**src/rtl/fpu_pkg.sv**
```systemverilog
// Shared encodings for the single-precision FPU front-end: OP-FP decode fields,
// core opcode codes and the PCPI controller state type.
package fpu_pkg;

  localparam logic [6:0] OPCODE_OP_FP = 7'b1010011;
  localparam logic [1:0] FMT_S        = 2'b00;

  localparam logic [6:0] FUNCT7_FADD = 7'b0000000;
  localparam logic [6:0] FUNCT7_FSUB = 7'b0000100;
  localparam logic [6:0] FUNCT7_FMUL = 7'b0001000;

  localparam logic [1:0] OP_ADD = 2'd0;
  localparam logic [1:0] OP_SUB = 2'd1;
  localparam logic [1:0] OP_MUL = 2'd2;

  localparam logic [31:0] QNAN_S = 32'h7FC00000;

  typedef enum logic [2:0] {
    IDLE,
    ISSUE,
    WAIT_RES,
    RESPOND,
    DRAIN
  } fpu_state_e;

endpackage

```
**src/rtl/fpu_pcpi_decode.sv**
```systemverilog
// Combinational OP-FP decoder: flags supported single-precision instructions
// and maps them to the core opcode. The rounding-mode field is deliberately ignored.
module fpu_pcpi_decode
  import fpu_pkg::*;
(
  input  logic [31:0] inst,
  output logic        match,
  output logic [1:0]  op_code
);

  // Register and rounding-mode fields play no part in the decision.
  logic unused_fields;
  assign unused_fields = ^inst[24:7];

  always_comb begin
    match   = 1'b0;
    op_code = OP_ADD;
    if (inst[6:0] == OPCODE_OP_FP && inst[26:25] == FMT_S) begin
      case (inst[31:25])
        FUNCT7_FADD: begin
          match   = 1'b1;
          op_code = OP_ADD;
        end
        FUNCT7_FSUB: begin
          match   = 1'b1;
          op_code = OP_SUB;
        end
        FUNCT7_FMUL: begin
          match   = 1'b1;
          op_code = OP_MUL;
        end
        default: begin
          match   = 1'b0;
          op_code = OP_ADD;
        end
      endcase
    end
  end

endmodule

```
**src/rtl/fpu_pcpi_ctrl.sv**
```systemverilog
// PCPI front-end for the single-precision FPU: decodes OP-FP instructions, issues
// them to the arithmetic core and returns the result, with a watchdog NaN fallback.
module fpu_pcpi_ctrl
  import fpu_pkg::*;
#(
  parameter int                    DATA_WIDTH     = 32,
  parameter int                    TIMEOUT_CYCLES = 64,
  parameter logic [DATA_WIDTH-1:0] QNAN_VALUE     = DATA_WIDTH'(QNAN_S)
) (
  input  logic                  clkIn,
  input  logic                  rstIn,
  input  logic                  pcpiValidIn,
  input  logic [31:0]           pcpiInstIn,
  input  logic [DATA_WIDTH-1:0] pcpiRs1In,
  input  logic [DATA_WIDTH-1:0] pcpiRs2In,
  output logic                  pcpiWrOut,
  output logic [DATA_WIDTH-1:0] pcpiRdOut,
  output logic                  pcpiWaitOut,
  output logic                  pcpiReadyOut,
  output logic                  opValidOut,
  output logic [1:0]            opCodeOut,
  output logic [DATA_WIDTH-1:0] opAOut,
  output logic [DATA_WIDTH-1:0] opBOut,
  input  logic                  opReadyIn,
  input  logic                  resValidIn,
  input  logic [DATA_WIDTH-1:0] resDataIn,
  output logic                  opFlushOut,
  output logic                  timeoutOut
);

  localparam int              CNT_W    = $clog2(TIMEOUT_CYCLES) + 1;
  localparam logic [CNT_W-1:0] CNT_LAST = CNT_W'(TIMEOUT_CYCLES - 1);

  fpu_state_e            state_q, state_d;
  logic [CNT_W-1:0]      cnt_q, cnt_d;
  logic [DATA_WIDTH-1:0] res_q, res_d;
  logic                  capture;
  logic                  flush_d;
  logic                  timeout_evt;
  logic                  wait_d;
  logic                  op_valid_d;
  logic                  respond_d;
  logic [DATA_WIDTH-1:0] rd_d;

  logic       dec_match;
  logic [1:0] dec_op;

  fpu_pcpi_decode u_decode (
    .inst    (pcpiInstIn),
    .match   (dec_match),
    .op_code (dec_op)
  );

  always_ff @(posedge clkIn) begin
    if (rstIn) begin
      state_q <= IDLE;
      cnt_q   <= '0;
      res_q   <= '0;
    end else begin
      state_q <= state_d;
      cnt_q   <= cnt_d;
      res_q   <= res_d;
    end
  end

  // Abort beats result, and a result arriving on the last watchdog cycle beats the timeout.
  always_comb begin
    state_d     = state_q;
    cnt_d       = cnt_q;
    res_d       = res_q;
    capture     = 1'b0;
    flush_d     = 1'b0;
    timeout_evt = 1'b0;
    case (state_q)
      IDLE: begin
        if (pcpiValidIn && dec_match) begin
          state_d = ISSUE;
          cnt_d   = '0;
          capture = 1'b1;
        end
      end
      ISSUE, WAIT_RES: begin
        cnt_d = cnt_q + CNT_W'(1);
        if (!pcpiValidIn) begin
          state_d = IDLE;
          flush_d = 1'b1;
        end else if (state_q == WAIT_RES && resValidIn) begin
          res_d   = resDataIn;
          state_d = RESPOND;
        end else if (cnt_q == CNT_LAST) begin
          res_d       = QNAN_VALUE;
          flush_d     = 1'b1;
          timeout_evt = 1'b1;
          state_d     = RESPOND;
        end else if (state_q == ISSUE && opValidOut && opReadyIn) begin
          state_d = WAIT_RES;
        end
      end
      RESPOND: state_d = DRAIN;
      DRAIN: begin
        if (!pcpiValidIn) begin
          state_d = IDLE;
        end
      end
      default: state_d = IDLE;
    endcase

    wait_d     = (state_d == ISSUE) || (state_d == WAIT_RES) || (state_d == RESPOND);
    op_valid_d = (state_d == ISSUE);
    respond_d  = (state_q == RESPOND);
    rd_d       = respond_d ? res_q : pcpiRdOut;
  end

  // Every output is a flop so the CPU and core never see decode glitches.
  always_ff @(posedge clkIn) begin
    if (rstIn) begin
      pcpiWaitOut  <= 1'b0;
      pcpiReadyOut <= 1'b0;
      pcpiWrOut    <= 1'b0;
      pcpiRdOut    <= '0;
      opValidOut   <= 1'b0;
      opCodeOut    <= OP_ADD;
      opAOut       <= '0;
      opBOut       <= '0;
      opFlushOut   <= 1'b0;
      timeoutOut   <= 1'b0;
    end else begin
      pcpiWaitOut  <= wait_d;
      pcpiReadyOut <= respond_d;
      pcpiWrOut    <= respond_d;
      pcpiRdOut    <= rd_d;
      opValidOut   <= op_valid_d;
      opFlushOut   <= flush_d;
      timeoutOut   <= timeoutOut | timeout_evt;
      if (capture) begin
        opAOut    <= pcpiRs1In;
        opBOut    <= pcpiRs2In;
        opCodeOut <= dec_op;
      end
    end
  end

endmodule

```
**config.mk**
```make
export PLATFORM = sky130hd
export DESIGN_NAME = fpu_pcpi_ctrl
export DESIGN_NICKNAME = d
export VERILOG_FILES = /design/src/rtl/fpu_pkg.sv /design/src/rtl/fpu_pcpi_decode.sv /design/src/rtl/fpu_pcpi_ctrl.sv
export SDC_FILE = /design/constraint.sdc
export NUM_CORES = 1
export LEC_CHECK = 0
export ABC_CLOCK_PERIOD_IN_PS = 2000
export BUFFER_PORTS_ARGS = -buffer_cell sky130_fd_sc_hd__buf_2
export CELL_PAD_IN_SITES_DETAIL_PLACEMENT = 0
export CELL_PAD_IN_SITES_GLOBAL_PLACEMENT = 2
export CORE_ASPECT_RATIO = 0.6
export CORE_MARGIN = 8
export CORE_UTILIZATION = 25
export DETAILED_ROUTE_END_ITERATION = 8
export PLACE_DENSITY_LB_ADDON = 0.3
export SLEW_MARGIN = 20
export SYNTH_ARGS = -nofsm -noshare
export SYNTH_HDL_FRONTEND = slang
export SYNTH_HIERARCHICAL = 1
export SYNTH_SLANG_ARGS = --single-unit
export TNS_END_PERCENT = 5
```
**constraint.sdc**
```tcl
create_clock -name clkIn -period 2 [get_ports clkIn]
set_clock_uncertainty 0.05 [all_clocks]
set_input_delay 0.1 -clock clkIn [delete_from_list [all_inputs] [get_ports clkIn]]
set_output_delay 0.1 -clock clkIn [all_outputs]
set_load 0.05 [all_outputs]
```
==> results of run 1 <==
cell families (layout without fill, tap and decap cells):
| logic type | after synthesis | count (layout) | synth area share |
|---|---|---|---|
| AO/OA/AOI/OAI | 150 | 150 | 0.179 |
| XOR/XNOR | 5 | 5 | 0.00840 |
| flip-flops | 145 | 145 | 0.557 |
| adder cells (fa/ha/maj) | 1 | 1 | 0.00240 |
| AND/OR/NAND/NOR | 248 | 248 | 0.206 |
| buffers and inverters | 49 | 374 | 0.0463 |
per-stage QoR:
stage | worst slack (ns) | cell area (µm²) | std cells
3_3_place_gp | -0.0170 | 6640 | 1071
3_5_place_dp | -0.137 | 6640 | 1071
6_report | 0.141 | 8310 | 1202
5_1_grt | 0.0824 | 8310 | 1202
4_1_cts | 0.124 | 8310 | 1202
2_1_floorplan | 0.216 | 5210 | 598
report_power, final:
part,switching [W],leakage (nW),internal [W]
Clock,0.00121,0.328,0.00244
Sequential,0.0000000627,1.17,0.00289
Combinational,0.000129,2.01,0.000223
state kept, by name (all words and copies together), names as in the netlist:
signal	cells
opBOut	32
pcpiReadyOut	1
cnt_q	7
timeoutOut	1
opCodeOut	2
opValidOut	1
state_q	3
pcpiWaitOut	1
opFlushOut	1
pcpiRdOut	32
opAOut	32
res_q	32
repair_timing:
item / 4_1_cts / 5_1_grt
endpoints found under the hold margin: 99 / 0
resized for setup: 0 / 2
hold buffers: 99 / 0
setup endpoints to repair: 0 / 19
worst max-delay path by stage:
stage | cells past startpoint | slack, ns | from | to
6_report | 7 | 0.14 | pcpiInstIn[27] | opCodeOut[1]
3_3_place_gp | 8 | -0.02 | pcpiInstIn[26] | opAOut[14]
2_1_floorplan | 7 | 0.22 | pcpiInstIn[26] | opAOut[0]
3_5_place_dp | 8 | -0.14 | pcpiInstIn[26] | opAOut[9]
5_1_grt | 5 | 0.08 | state_q[0] | opAOut[10]
4_1_cts | 7 | 0.12 | cnt_q[0] | res_q[17]
worst min-delay path, delay by kind of cell:
kind	cells	cell delay, ns
buf+inv	1	0.07
simple gates	3	0.24
compound gates	1	0.05
cells in the final DEF (no fill, tap or decap), types with 3 or more instances in the layout:
| master | n |
|---|---|
| bufinv_16 | 6 |
| dfxtp_1 | 145 |
| nand3_1 | 3 |
| buf_12 | 4 |
| nand2b_1 | 3 |
| nand2_1 | 202 |
| clkbuf_16 | 17 |
| clkbuf_8 | 3 |
| a22o_1 | 23 |
| buf_4 | 17 |
| nor2_1 | 8 |
| nor4_1 | 4 |
| nor3_1 | 6 |
| a21oi_1 | 101 |
| o21ai_0 | 5 |
| or3_1 | 3 |
| xnor2_1 | 3 |
| dlygate4sd3_1 | 99 |
| buf_2 | 217 |
| clkbuf_1 | 3 |
| inv_1 | 3 |
| o221a_2 | 9 |
routing by layer:
layer  part of all wire  wire (µm)
met1               0.46       8450
met2               0.48       8760
met3              0.045        813
met4              0.011        208
met5                  0          0
cell type report:
cell class	count	area (µm²)
Tap cell	279	349
Multi-Input combinational cell	404	2070
Timing Repair Buffer	337	2280
Fill cell	2150	12400
Clock inverter	9	201
Clock buffer	23	478
Sequential cell	145	2900
Inverter	5	18.8
Yosys cell counts (3+ instances only):
master	count	area (µm²)
nand2_1	203	762
dfxtp_1	145	2900
a21oi_1	101	505
a22o_1	23	201
clkbuf_1	20	75.1
buf_2	16	80.1
o221a_2	9	101
nor2_1	8	30.0
nor3_1	6	30.0
o21ai_0	6	30.0
and2_1	4	25.0
buf_6	4	45.0
nor4_1	4	25.0
inv_1	3	11.3
nand2b_1	3	18.8
nand3_1	3	15.0
or3_1	3	18.8
xnor2_1	3	26.3
==> metrics.txt, run 1 <==
PortBufs=218; H-tree levels=4; Ys Warns=6; vias in the first global route=5,460; delay-heaviest family, CP=buffers and inverters; worst hold margin=0.0419 ns; gpl congestion=0.760; grt ovf=0; WP buf/inv=3; Tightest Pin Transition=0.696 ns; DRT iter0 DRCs=241; Post-Syn Area per Cell=8.71 µm²; area grow syn2layout=59.4%; HPWL Detailed=12,800 µm; hold path start=pcpiInstIn[30]; initial antenna violation count=0; Die ar.=0.0259 mm²; crit-path cells=buf_2, dlygate4sd3_1, or4b_1, dlygate4sd3_1, nor4_1, nand2_1, a21oi_1; R2R Path End=cnt_q[3]; Starting Density=0.251; Worst Reg-to-Reg Cells=5; Crit. End Element=flop; Final Util=0.401; Post-Syn Instances=598; CTS root buf=clkbuf_16; CP most frequent cell=dlygate4sd3_1; RSZ-0062 raised after global routing=false; GR Layer Usage met2=0.228; CP max stage cell=dlygate4sd3_1; Clock transition at path regs=0.06 ns; ys flop type=dfxtp_1; via count=5,287; met3 usage=0.0416; synthesized flop and latch total=145; crit path time final=1.86 ns; crit-path max cell delay=0.56 ns; ANT nets after route=0; worst r2r src=state_q[1]; DRT Wirelength=18,200 µm; WHS Path Cells=5; first drt pass iteration count=4; Max-slew headroom=0.536; Post-synth EDFFs=0; Setup Buffers After CTS=0; Worst EP arrival=2.15 ns; Max Freq=538 MHz; Async SR Flop Fraction=0; syn_nets=732; Final Net Count=1,044; Worst Path Max Fanout=3; reg2reg setup slack=0.20 ns; hold endpoint=opCodeOut[1]; final hold violation count=0; Slew Limit Fails=0; Setup Total Neg Slack=0 ns; core area=0.0207 mm²; antenna cells=0; Max Cap Viol=0; leakage power=3.51 nW; clock sink count=145; gr busiest metal=met2; first-pass GRT wire length=28,800 µm; post-synthesis sequential area ratio=0.557; CTS tree=done; clk buf depth=2; I/O Pins=237; CP Data Required Time=2.29 ns; Tot GR Track Use=0.138; post-synthesis cell type count=44; largest net degree at the start of global routing=62; drc violations=0; Num CTS Buffers=17; Final period util=0.929; Via density=4.40; Power Dens Cells=830 mW/mm²; worst vdd ir=0.557 mV; Vert. Die Dim=128 µm; latest clock arrival within the worst-skew pair=0.41 ns; # rows=41; Setup-failing EPs final=0; outcome=finished, final reports clean; Avg WL per Cell=15.2 µm; Hold Path Class=in2reg; Critical Path Start Type=input port; die width=202 µm; M1 GR Usage=0.170; total power=0.00690 W; Post-Syn Area=0.00521 mm²; type of the worst setup path=in2reg; layout cell share with drive strength beyond 1=0.310
Power figures use the tool's default switching activity.
==> inputs of run 2 (changes only) <==
Settings changed: PLACE_DENSITY set to 0.82, PLACE_DENSITY_LB_ADDON 0.3 to not set.
==> run 2 against run 1 <==
Worst hold slack better by 0.021 ns. Die area stayed put. Clock-buffer cell count is 2 lower. Critical path type is now reg2reg. Critical endpoint is now opBOut[9].
==> metrics.txt, run 2 (synthesis gave the netlist of run 1 again) <==
Worst Path Max Fanout=31; Slew Limit Fails=0; Tightest Pin Transition=0.468 ns; Die ar.=0.0259 mm²; ANT nets after route=0; Final Net Count=1,046; Avg WL per Cell=14.9 µm; WP buf/inv=2; leakage power=3.52 nW; latest clock arrival within the worst-skew pair=0.42 ns; clock sink count=145; sequential share of power=0.432; clk buf depth=2; Worst Setup SP=state_q[1]; vias in the first global route=5,261; via count=5,146; RSZ-0062 raised after global routing=false; Max Freq=549 MHz; # rows=41; Worst EP arrival=2.11 ns; Crit. End Element=flop; Clock transition at path regs=0.06 ns; DRT Wirelength=17,900 µm; drc violations=0; CTS root buf=clkbuf_16; most common cell after layout, fill and taps aside=buf_2; crit path time final=1.82 ns; DRT iter0 DRCs=210; PortBufs=218; Final Util=0.401; final hold violation count=0; CP Data Required Time=2.29 ns; I/O Pins=237; area grow syn2layout=59.7%; first-pass GRT wire length=28,900 µm; worst r2r src=state_q[1]; Switching Share=0.205; core area=0.0207 mm²; filler instances=2,088; layout cell share with drive strength beyond 1=0.313; Final period util=0.910; Tot GR Track Use=0.139; largest net degree at the start of global routing=99; Power Dens Cells=804 mW/mm²; Setup Total Neg Slack=0 ns; H-tree levels=4; die width=202 µm; hold path start=pcpiInstIn[29]; worst vdd ir=0.529 mV; outcome=finished, final reports clean; crit-path max cell delay=0.42 ns; initial antenna violation count=0; crit-path cells=buf_4, nor4b_4, and2_2, buf_12, nand2_1, a21oi_1; Power Internal=0.00532 W; type of the worst setup path=reg2reg; delay-heaviest family, CP=simple AND/OR/NAND/NOR gates; grt ovf=0; net switching power=0.00137 W; HPWL Detailed=11,800 µm; most frequent cells in the layout=217 x buf_2, 202 x nand2_1, 145 x dfxtp_1; clock network power share=0.516; Via density=4.28; Starting Density=0.251; CTS tree=done; CP max stage cell=nor4b_4; Num CTS Buffers=17; Max-slew headroom=0.688; gpl congestion=0.751; antenna cells=0; first drt pass iteration count=4; Max Cap Viol=0; Gate power share=0.053; Setup-failing EPs final=0; Critical Path Start Type=flop; Vert. Die Dim=128 µm; Hold Path Class=in2reg
[run 2: area by class of cell]
class	instances	area, µm²	share of cell area
clock inverter	9	155	0.0186
sequential	145	2900	0.349
tap	279	349	0.0420
inverter	5	18.8	0.00226
clock buffer	21	480	0.0577
multi-input combinational	404	2080	0.250
timing repair buffer	339	2340	0.281
[run 2: per-stage QoR]
step / power (W) / cell area, µm² / setup WS [ns] / cells / hold slack (ns)
finish: 0.00669 / 8320 / 0.180 / 1202 / 0.0629
CTS: 0.00682 / 8310 / 0.128 / 1202 / 0.0510
global placement: 0.00315 / 6690 / 0.131 / 1073 / 0.267
global route: 0.00696 / 8320 / 0.0342 / 1202 / 0.0750
detailed placement: 0.00315 / 6690 / 0.0705 / 1073 / 0.269
floorplan: 0.00301 / 5210 / 0.216 / 598 / 0.169
[run 2: what timing repair did]
| item | CTS | global route |
|---|---|---|
| gates resized for setup | 0 | 3 |
| endpoints found under the setup margin | 0 | 33 |
| hold buffers | 99 | 0 |
| buffers inserted | 0 | 0 |
| hold endpoints to repair | 105 | 0 |
[run 2: layer usage]
layer	track usage	part of all wire	vias up
li1	-	-	2643
met1	0.181	0.48	2362
met3	0.0467	0.060	15
met2	0.216	0.45	126
met4	0.0395	0.011	0
met5	0	0	-
[run 2: final timing paths]
| check | cells past startpoint | endpoint | slack [ns] |
|---|---|---|---|
| max reg2reg | 6 | opBOut[9] | 0.18 |
| min | 5 | opCodeOut[0] | 0.06 |
| max | 6 | opBOut[9] | 0.18 |
| min reg2reg | 2 | pcpiRdOut[25] | 0.40 |
[run 2: worst reg2reg max path: cells and delay by family, from the launching register on]
family / cells / cell delay [ns]
flip-flops: 1 / 0.36
AO/OA/AOI/OAI: 1 / 0.15
AND/OR/NAND/NOR: 3 / 0.79
buffers and inverters: 2 / 0.38
[run 2: power by group through the flow]
stage / combinational [W] / clock [W] / sequential, W
4_1_cts: 0.000353 / 0.00358 / 0.00289
6_report: 0.000353 / 0.00345 / 0.00289
3_5_place_dp: 0.000200 / 0 / 0.00295
2_1_floorplan: 0.0000532 / 0 / 0.00295
5_1_grt: 0.000387 / 0.00369 / 0.00289
3_3_place_gp: 0.000200 / 0 / 0.00295
==> inputs of run 3 (changes only) <==
Settings changed: ABC_AREA set to 1, PLACE_DENSITY 0.82 to 0.84.
==> run 3 against run 2 <==
Critical path depth up 3. Wire length is 4.4% higher. Critical endpoint is now res_q[13]. First-iteration DRC count is 6.2% lower. Cell count is 7.1% higher. Flip-flop and latch count did not move. Fmax increased by 10%.
==> metrics.txt, run 3 <==
DRT Wirelength=18,700 µm; leakage power=3.65 nW; Tot GR Track Use=0.140; type of the worst setup path=reg2reg; clock sink count=145; first-pass GRT wire length=29,100 µm; antenna cells=0; most common cell after layout, fill and taps aside=buf_2; H-tree levels=4; syn_nets=818; CP Data Required Time=2.24 ns; most common cell in the netlist=nor2_1; crit-path cells=ha_1, nand2_2, nor2_1, nand2_2, nand2_4, nand3_4, buf_12, nand2_1, a21oi_1; Max-slew headroom=0.660; Final period util=0.826; # rows=41; Setup-failing EPs final=0; die width=204 µm; Setup Buffers After CTS=0; most frequent cells in the layout=218 x buf_2, 216 x nor2_1, 145 x dfxtp_1; largest net degree at the start of global routing=59; Max Cap Viol=0; initial antenna violation count=0; outcome=finished, final reports clean; placed insts=1,158; RSZ-0062 raised after global routing=false; Tightest Pin Transition=0.510 ns; Num CTS Buffers=17; synth cell count leaders=216 x nor2_1, 145 x dfxtp_1, 101 x o21ai_0, 76 x nand2_1, 44 x a21oi_1; layout cell share with drive strength beyond 1=0.287; Final Net Count=1,129; core area=0.0209 mm²; Avg WL per Cell=14.5 µm; PortBufs=218; Max Freq=606 MHz; Vert. Die Dim=129 µm; post-synthesis sequential area ratio=0.548; Critical Path Start Type=flop; Area contributors post-synth=dfxtp_1 55%, nor2_1 15%, o21ai_0 9.6%; first drt pass iteration count=4; HPWL Detailed=12,600 µm; CTS tree=done; register area=0.00290 mm²; Via density=4.19; ys flop type=dfxtp_1; Clock transition at path regs=0.06 ns; CTS root buf=clkbuf_16; post-synthesis cell type count=32; leading area contributor after synthesis=dfxtp_1; Post-Syn Area per Cell=7.74 µm²; Slew Limit Fails=0; Setup Total Neg Slack=0 ns; Die ar.=0.0262 mm²; Async SR Flop Fraction=0; clk buf depth=2; top cell type's share of synthesized area=0.548; Worst EP arrival=1.89 ns; area grow syn2layout=56.6%; CP most frequent cell=nand2_2; Hold Path Class=in2reg; Post-Syn Instances=684; drc violations=0; ANT nets after route=0; synthesized flop and latch total=145; Ys Warns=6; DRT iter0 DRCs=197; post-cts sizing count=0; filler instances=2,192; grt ovf=0; crit-path max cell delay=0.43 ns; latest clock arrival within the worst-skew pair=0.42 ns; Crit. End Element=flop; Post-Syn Area=0.00529 mm²; crit path time final=1.65 ns; Worst Path Max Fanout=23; gpl congestion=0.744; I/O Pins=237; vias in the first global route=5,440; worst vdd ir=0.554 mV; Starting Density=0.253; Final Util=0.397; final hold violation count=0; Post-synth EDFFs=0; CP max stage cell=dfxtp_1; Power Dens Cells=795 mW/mm²; via count=5,387; final instance count without filler cells=1,287; area of the multi-input gates=0.00211 mm²
-- run 3: logic make-up after synthesis --
group,after synthesis,synth area share
flip-flops,145,0.548
buffers and inverters,62,0.0534
AND/OR/NAND/NOR,321,0.248
AO/OA/AOI/OAI,155,0.148
adder cells (fa/ha/maj),1,0.00236
-- run 3: worst max-delay path, delay by kind of cell, from the launching register on --
| kind | cells | cell delay [ns] |
|---|---|---|
| compound gates | 1 | 0.06 |
| fa+ha+maj | 1 | 0.23 |
| buf+inv | 1 | 0.19 |
| flops | 1 | 0.43 |
| simple gates | 6 | 0.56 |
-- run 3: power by group --
group          switching (W)  internal, W
clock network        0.00128      0.00203
registers       0.0000000284      0.00289
logic               0.000147     0.000233
-- run 3: area by class of cell --
class	instances	share of cell area
Clock buffer	20	0.0551
Clock inverter	12	0.0190
Inverter	21	0.00951
Multi-Input combinational cell	477	0.254
Sequential cell	145	0.350
Tap cell	279	0.0421
Timing Repair Buffer	333	0.270
-- run 3: per-layer routing --
layer | GRT usage | up-vias | part of all wire
met5 | 0 | - | 0
met4 | 0.0395 | 0 | 0.0058
met3 | 0.0557 | 9 | 0.075
met2 | 0.216 | 158 | 0.44
met1 | 0.180 | 2405 | 0.48
li1 | - | 2815 | -
-- run 3: path summary, 6_finish.rpt --
check	cells after the start	slack, ns	start	to
max	9	0.35	cnt_q[0]	res_q[13]
min	5	0.08	pcpiInstIn[28]	opCodeOut[1]
max reg2reg	9	0.35	cnt_q[0]	res_q[13]
min reg2reg	2	0.40	res_q[24]	res_q[24]
-- run 3: stage by stage --
stage               setup WS [ns]  hold WS, ns  instance area (µm²)  power [W]
global placement            0.253        0.292                 6700    0.00318
floorplan                   0.454        0.197                 5290    0.00304
detailed placement          0.185        0.300                 6700    0.00318
global route                0.224       0.0993                 8290    0.00687
CTS                         0.340       0.0419                 8290    0.00671
finish                      0.349       0.0819                 8290    0.00659
-- run 3: timing repair --
item                                   in CTS  in global routing
setup endpoints to repair                   0                  0
endpoints found under the hold margin      97                  0
hold buffers                               97                  0
